`src/rtl/dbus_timer_pkg.sv`:
```
// Register map offsets and bit positions shared by the dbus timer RTL.
package dbus_timer_pkg;

    // Register offsets from the base address
    localparam int unsigned CTRL_OFS     = 0;
    localparam int unsigned PRESCALE_OFS = 1;
    localparam int unsigned RELOAD_OFS   = 2;
    localparam int unsigned COUNT_OFS    = 3;
    localparam int unsigned STATUS_OFS   = 4;
    localparam int unsigned NUM_REGS     = 5;

    // CTRL bit positions
    localparam int unsigned EN_BIT   = 0;
    localparam int unsigned AUTO_BIT = 1;
    localparam int unsigned IE_BIT   = 2;
    localparam int unsigned LOAD_BIT = 3;

    // STATUS bit positions
    localparam int unsigned TO_BIT   = 0;

endpackage

```
`src/rtl/dbus_timer_prescaler.sv`:
```
// Prescaler: counts 0..prescale while enabled and flags the terminal value as a tick.
module dbus_timer_prescaler #(
    parameter int unsigned WIDTH = 8
) (
    input  logic             Clk,
    input  logic             Rst,
    input  logic             en,
    input  logic [WIDTH-1:0] prescale,
    output logic             tick
);

    logic [WIDTH-1:0] pcnt;

    // Held at 0 while disabled; a lowered prescale with pcnt beyond it wraps without a tick
    always_ff @(posedge Clk) begin
        if (Rst || !en) begin
            pcnt <= '0;
        end else if (pcnt >= prescale) begin
            pcnt <= '0;
        end else begin
            pcnt <= pcnt + WIDTH'(1);
        end
    end

    assign tick = en && (pcnt == prescale);

endmodule

```
`src/rtl/dbus_timer.sv`:
```
// Memory-mapped programmable down-counter timer on the lab data bus.
module dbus_timer
    import dbus_timer_pkg::*;
#(
    parameter int unsigned           DATA_WIDTH = 8,
    parameter int unsigned           ADDR_WIDTH = 8,
    parameter logic [ADDR_WIDTH-1:0] BASE_ADDR  = ADDR_WIDTH'(8'h10)
) (
    input  logic                  Clk,
    input  logic                  Rst,
    input  logic [ADDR_WIDTH-1:0] Addr,
    input  logic [DATA_WIDTH-1:0] Din,
    output logic [DATA_WIDTH-1:0] Dout,
    input  logic                  Wr,
    output logic                  Irq
);

    logic [ADDR_WIDTH-1:0] ofs;
    logic                  hit;
    logic                  we_ctrl;
    logic                  we_prescale;
    logic                  we_reload;
    logic                  we_status;
    logic                  load;
    logic                  ctrl_stop;
    logic                  tick;
    logic                  tick_eff;
    logic                  expire;

    logic                  en_q;
    logic                  auto_rl_q;
    logic                  ie_q;
    logic [DATA_WIDTH-1:0] prescale_q;
    logic [DATA_WIDTH-1:0] reload_q;
    logic [DATA_WIDTH-1:0] count_q;
    logic                  to_q;

    // Address decode: offset wraps below the base, so one compare covers both window edges
    assign ofs         = Addr - BASE_ADDR;
    assign hit         = ofs < ADDR_WIDTH'(NUM_REGS);
    assign we_ctrl     = Wr && hit && (ofs == ADDR_WIDTH'(CTRL_OFS));
    assign we_prescale = Wr && hit && (ofs == ADDR_WIDTH'(PRESCALE_OFS));
    assign we_reload   = Wr && hit && (ofs == ADDR_WIDTH'(RELOAD_OFS));
    assign we_status   = Wr && hit && (ofs == ADDR_WIDTH'(STATUS_OFS));

    // LOAD and an EN-clearing CTRL write both override a coincident tick
    assign load      = we_ctrl && Din[LOAD_BIT];
    assign ctrl_stop = we_ctrl && !Din[EN_BIT];
    assign tick_eff  = tick && en_q && !load && !ctrl_stop;
    assign expire    = tick_eff && (count_q == '0);

    dbus_timer_prescaler #(
        .WIDTH    (DATA_WIDTH)
    ) u_prescaler (
        .Clk      (Clk),
        .Rst      (Rst),
        .en       (en_q),
        .prescale (prescale_q),
        .tick     (tick)
    );

    // Register file: a software CTRL write takes precedence over the one-shot EN auto-clear
    always_ff @(posedge Clk) begin
        if (Rst) begin
            en_q       <= 1'b0;
            auto_rl_q  <= 1'b0;
            ie_q       <= 1'b0;
            prescale_q <= '0;
            reload_q   <= '0;
        end else begin
            if (we_ctrl) begin
                en_q      <= Din[EN_BIT];
                auto_rl_q <= Din[AUTO_BIT];
                ie_q      <= Din[IE_BIT];
            end else if (expire && !auto_rl_q) begin
                en_q      <= 1'b0;
            end
            if (we_prescale) begin
                prescale_q <= Din;
            end
            if (we_reload) begin
                reload_q <= Din;
            end
        end
    end

    // Down-counter: reload on LOAD, otherwise decrement per tick and reload/stop at zero
    always_ff @(posedge Clk) begin
        if (Rst) begin
            count_q <= '0;
        end else if (load) begin
            count_q <= reload_q;
        end else if (tick_eff) begin
            if (count_q == '0) begin
                if (auto_rl_q) begin
                    count_q <= reload_q;
                end
            end else begin
                count_q <= count_q - DATA_WIDTH'(1);
            end
        end
    end

    // Sticky timeout flag (set beats write-1-clear) and registered interrupt
    always_ff @(posedge Clk) begin
        if (Rst) begin
            to_q <= 1'b0;
            Irq  <= 1'b0;
        end else begin
            to_q <= expire || (to_q && !(we_status && Din[TO_BIT]));
            Irq  <= to_q && ie_q;
        end
    end

    // Read mux, combinational from Addr; unmapped addresses and unused bits read 0
    always_comb begin
        Dout = '0;
        if (hit) begin
            case (ofs)
                ADDR_WIDTH'(CTRL_OFS): begin
                    Dout[EN_BIT]   = en_q;
                    Dout[AUTO_BIT] = auto_rl_q;
                    Dout[IE_BIT]   = ie_q;
                end
                ADDR_WIDTH'(PRESCALE_OFS): Dout = prescale_q;
                ADDR_WIDTH'(RELOAD_OFS):   Dout = reload_q;
                ADDR_WIDTH'(COUNT_OFS):    Dout = count_q;
                ADDR_WIDTH'(STATUS_OFS):   Dout[TO_BIT] = to_q;
                default:                   Dout = '0;
            endcase
        end
    end

endmodule
```
`config.mk`:
```
export PLATFORM = sky130hd
export DESIGN_NAME = dbus_timer
export DESIGN_NICKNAME = d
export VERILOG_FILES = /design/src/rtl/dbus_timer_pkg.sv /design/src/rtl/dbus_timer_prescaler.sv /design/src/rtl/dbus_timer.sv
export SDC_FILE = /design/constraint.sdc
export NUM_CORES = 1
export LEC_CHECK = 0
export CAP_MARGIN = 15
export CORE_MARGIN = 1.5
export CORE_UTILIZATION = 36
export DETAILED_ROUTE_END_ITERATION = 6
export PLACE_DENSITY_LB_ADDON = 0.1
export SYNTH_ARGS = -nofsm -noshare
export SYNTH_HDL_FRONTEND = slang
export SYNTH_SLANG_ARGS = --single-unit
```
`constraint.sdc`:
```
create_clock -name Clk -period 2.4 [get_ports Clk]
set_input_delay 0.72 -clock Clk [delete_from_list [all_inputs] [get_ports Clk]]
set_output_delay 0.72 -clock Clk [all_outputs]
set_load 0.01 [all_outputs]
```
==> results of run 1 <==
-- cells by family after synthesis --
| group | count (synthesis) |
|---|---|
| simple gates | 99 |
| compound gates | 53 |
| flops | 37 |
| mux | 26 |
| buf+inv | 23 |
| fa+ha+maj | 11 |
| xor+xnor | 7 |
-- placed cells by master, fill, tap and decap left out, types with 5 or more instances in the layout --
cell type,synthesis,routed
inv_1,14,14
ha_1,11,11
nand2_1,14,14
buf_2,1,9
buf_4,2,38
mux2_2,5,5
clkbuf_8,0,5
xor2_1,5,5
o21ai_1,5,5
o21ai_0,9,9
nand3_1,9,9
nor2_1,42,41
clkdlybuf4s50_1,0,11
a22oi_1,7,5
mux2i_1,18,18
dfxtp_1,37,37
a21oi_1,14,14
-- path summary, 6_finish.rpt --
check                           cells past startpoint                       start  slack [ps]           endpoint
worst max-delay path                                7                     Addr[5]          40            Dout[0]
worst min register to register                      2             to_q$_SDFF_PP0_         460     Irq$_SDFF_PP0_
worst max register to register                      8  prescale_q[5]$_SDFFE_PP0P_         300  en_q$_SDFFE_PP0P_
worst min-delay path                                2             to_q$_SDFF_PP0_         460     Irq$_SDFF_PP0_
-- through the flow --
stage | power (mW) | TNS (ps) | instances
floorplan | 0.6574 | 0 | 256
global placement | 0.7250 | -12630 | 385
detailed placement | 0.7247 | -13140 | 385
CTS | 1.396 | -58.94 | 397
global route | 1.440 | -13.69 | 397
finish | 1.376 | 0 | 397
-- layer usage --
layer	part of all wire [%]	wire length (um)	up-vias	track usage (%)
met5	0	0	-	0
met4	0.88	53	0	5.172
met3	4.5	271	5	3.371
met2	45	2714	61	33.22
met1	50	3000	953	28.11
li1	-	-	1046	-
-- worst max-delay path, stage by stage --
cell and delay (ps):
buf_2 110, nor4b_4 230, buf_4 170, buf_6 120, nand2b_4 50, nor2_1 100, buf_2 130
-- cells in the mapped netlist, types with 3 or more instances --
| master | n | area share (%) |
|---|---|---|
| and3_1 | 5 | 1.4 |
| clkbuf_1 | 4 | 0.68 |
| nand3_1 | 9 | 2.0 |
| a21oi_1 | 14 | 3.2 |
| nand2_1 | 14 | 2.4 |
| nor4_1 | 3 | 0.85 |
| mux2_2 | 5 | 2.5 |
| xor2_1 | 5 | 2.0 |
| inv_1 | 14 | 2.4 |
| nor3_1 | 3 | 0.68 |
| mux4_2 | 3 | 3.1 |
| o21ai_0 | 9 | 2.0 |
| dfxtp_1 | 37 | 33 |
| a22oi_1 | 7 | 2.4 |
| nand2b_1 | 3 | 0.85 |
| o21ai_1 | 5 | 1.1 |
| mux2i_1 | 18 | 8.1 |
| ha_1 | 11 | 6.2 |
| a31oi_1 | 4 | 1.1 |
| nor3b_1 | 4 | 1.4 |
| o211ai_1 | 4 | 1.4 |
| nor2_1 | 42 | 7.1 |
-- area by class of cell --
class                      instances  area share, %
clock buffer                       5          2.310
clock inverter                     3          2.310
inverter                          14          1.764
multi-input combinational        196          47.04
sequential                        37          24.86
tap                               75          3.150
timing repair buffer              67          18.56
-- power by group --
group          total, mW  internal, mW  leakage, nW  switching, mW
logic              0.100        0.0554        0.878         0.0451
clock network      0.662         0.418       0.0687          0.243
registers          0.614         0.614        0.298       0.000386
total               1.38          1.09         1.24          0.289
-- sequential cells by signal, summed over array words and instances, names as in the netlist --
| name | flops |
|---|---|
| en_q | 1 |
| prescale_q | 8 |
| to_q | 1 |
| count_q | 8 |
| u_prescaler.pcnt | 8 |
| ie_q | 1 |
| Irq | 1 |
| reload_q | 8 |
| auto_rl_q | 1 |
-- what timing repair did --
item / CTS / global route
hold buffers: 0 / 0
pin swaps: 5 / 3
buffers inserted: 4 / 1
resized for setup: 63 / 6
setup endpoints to repair: 13 / 8
==> metrics.txt, run 1 <==
status=finished, final reports clean; Skew-Pair Late Insertion Delay=300 ps; GPL Wtd Cong=0.8649; Critical Path Sink Type=output pin; leftover overflow at the end of global routing=0; Clock H-tree levels=2; share of synthesized area spent on multiplexers=13.74%; netlist area before placement=2212 um2; placement row count=28; ys async rst share=0%; max_slew headroom=58.45%; total wire length after detailed routing=6040 um; Detail Placement HPWL=4669 um; count of vias placed by the detailed router=2065; gate count after technology mapping=256; number of global-route vias before repair=2051; global-route usage over all layers=20.50%; type of the worst min-delay path=reg2reg; Worst-Margin Slew=622.6 ps; VDD IR-drop max=0.0002365 V; arrival time worst endpoint=1640 ps; max_cap viols=0; total CTS buffers=5; sequential cell area=740.7 um2; static leakage power=1.245 nW; Power Density=462.0 nW/um2; average instance area after synthesis=8.641 um2; kind of launch point of the worst setup path=primary input; Mapped Nets=286; vias per std cell=5.202; max-slew violations=0; Core ar.=5921 um2; Boundary Pins=28; setup repair after global routing missed its margin=true; prevailing post-synth register cell=dfxtp_1; vertical die dimension=81.39 um; maximum fanout along the worst path=4; Post-synth EDFFs=0; port bufs=27; Synth-to-Final Area Change=34.67%; fin crit period=2359 ps; xor/xnor share of the synthesized area=2.771%; post-CTS clock slew at the launch and capture registers of the worst setup and hold paths=70 ps; multi-input gate area in the final layout=1401 um2; layout cell share with drive strength beyond 1=25.78%; post-place instance area=2816 um2; Die Span X=81.39 um; Post-DRT Antenna Nets=0; number of endpoints failing setup at the final stage=0; TritonCTS clock tree=done; share of the core filled with cells in the final layout=50.32%; first-pass GRT wire length=10210 um; share of the synthesized area in compound gates (AO/OA/AOI/OAI)=15.61%; starting density of the core=37.36%; Post-layout nets=351; antenna violations before repair=0; diode count=0; Post-Place Worst Slack=-823.1 ps; Final Hold Vio Count=0; drc violations=0; adder-cell share of the synthesized area=6.222%; distinct cell type count after synthesis=47; detail-routed net length per standard cell=15.21 um; simple logic cell fraction of the synthesized area=23.87%; drt first-iter violations=135; flops & latches, synth=37; largest net degree at the start of global routing=14; type of the setup path with the least slack=in2out; data required time at the worst endpoint=1680 ps; largest family of logic cells by synthesized area=simple AND/OR/NAND/NOR gates; maximum operating frequency=423.9 MHz; clock sink total=37; Clk Tree Root Cell=clkbuf_8; sequential fraction of the synthesis area=33.48%; maximum clock insertion buffer count=2; Period Utilization, post-route=98.29%; warning count from the yosys run=0; area enclosed by the die boundary=6624 um2; Setup Skew=9.388 ps; layout filler cell count=597; Hold Slack=459.0 ps; final std cell area, no fill=2979 um2; fin worst setup slack=41.04 ps; count of TritonRoute iterations in the first routing pass=4
Power figures use the tool's default switching activity.
==> run 2: changes to the inputs <==
--- a/config.mk
+++ b/config.mk
@@ -10,6 +10,7 @@
 export CORE_UTILIZATION = 36
 export DETAILED_ROUTE_END_ITERATION = 6
 export PLACE_DENSITY_LB_ADDON = 0.1
+export SLEW_MARGIN = 20
 export SYNTH_ARGS = -nofsm -noshare
 export SYNTH_HDL_FRONTEND = slang
 export SYNTH_SLANG_ARGS = --single-unit
==> results of run 2 <==
Same layout as run 1: the final DEF is identical, and so are final timing and power.
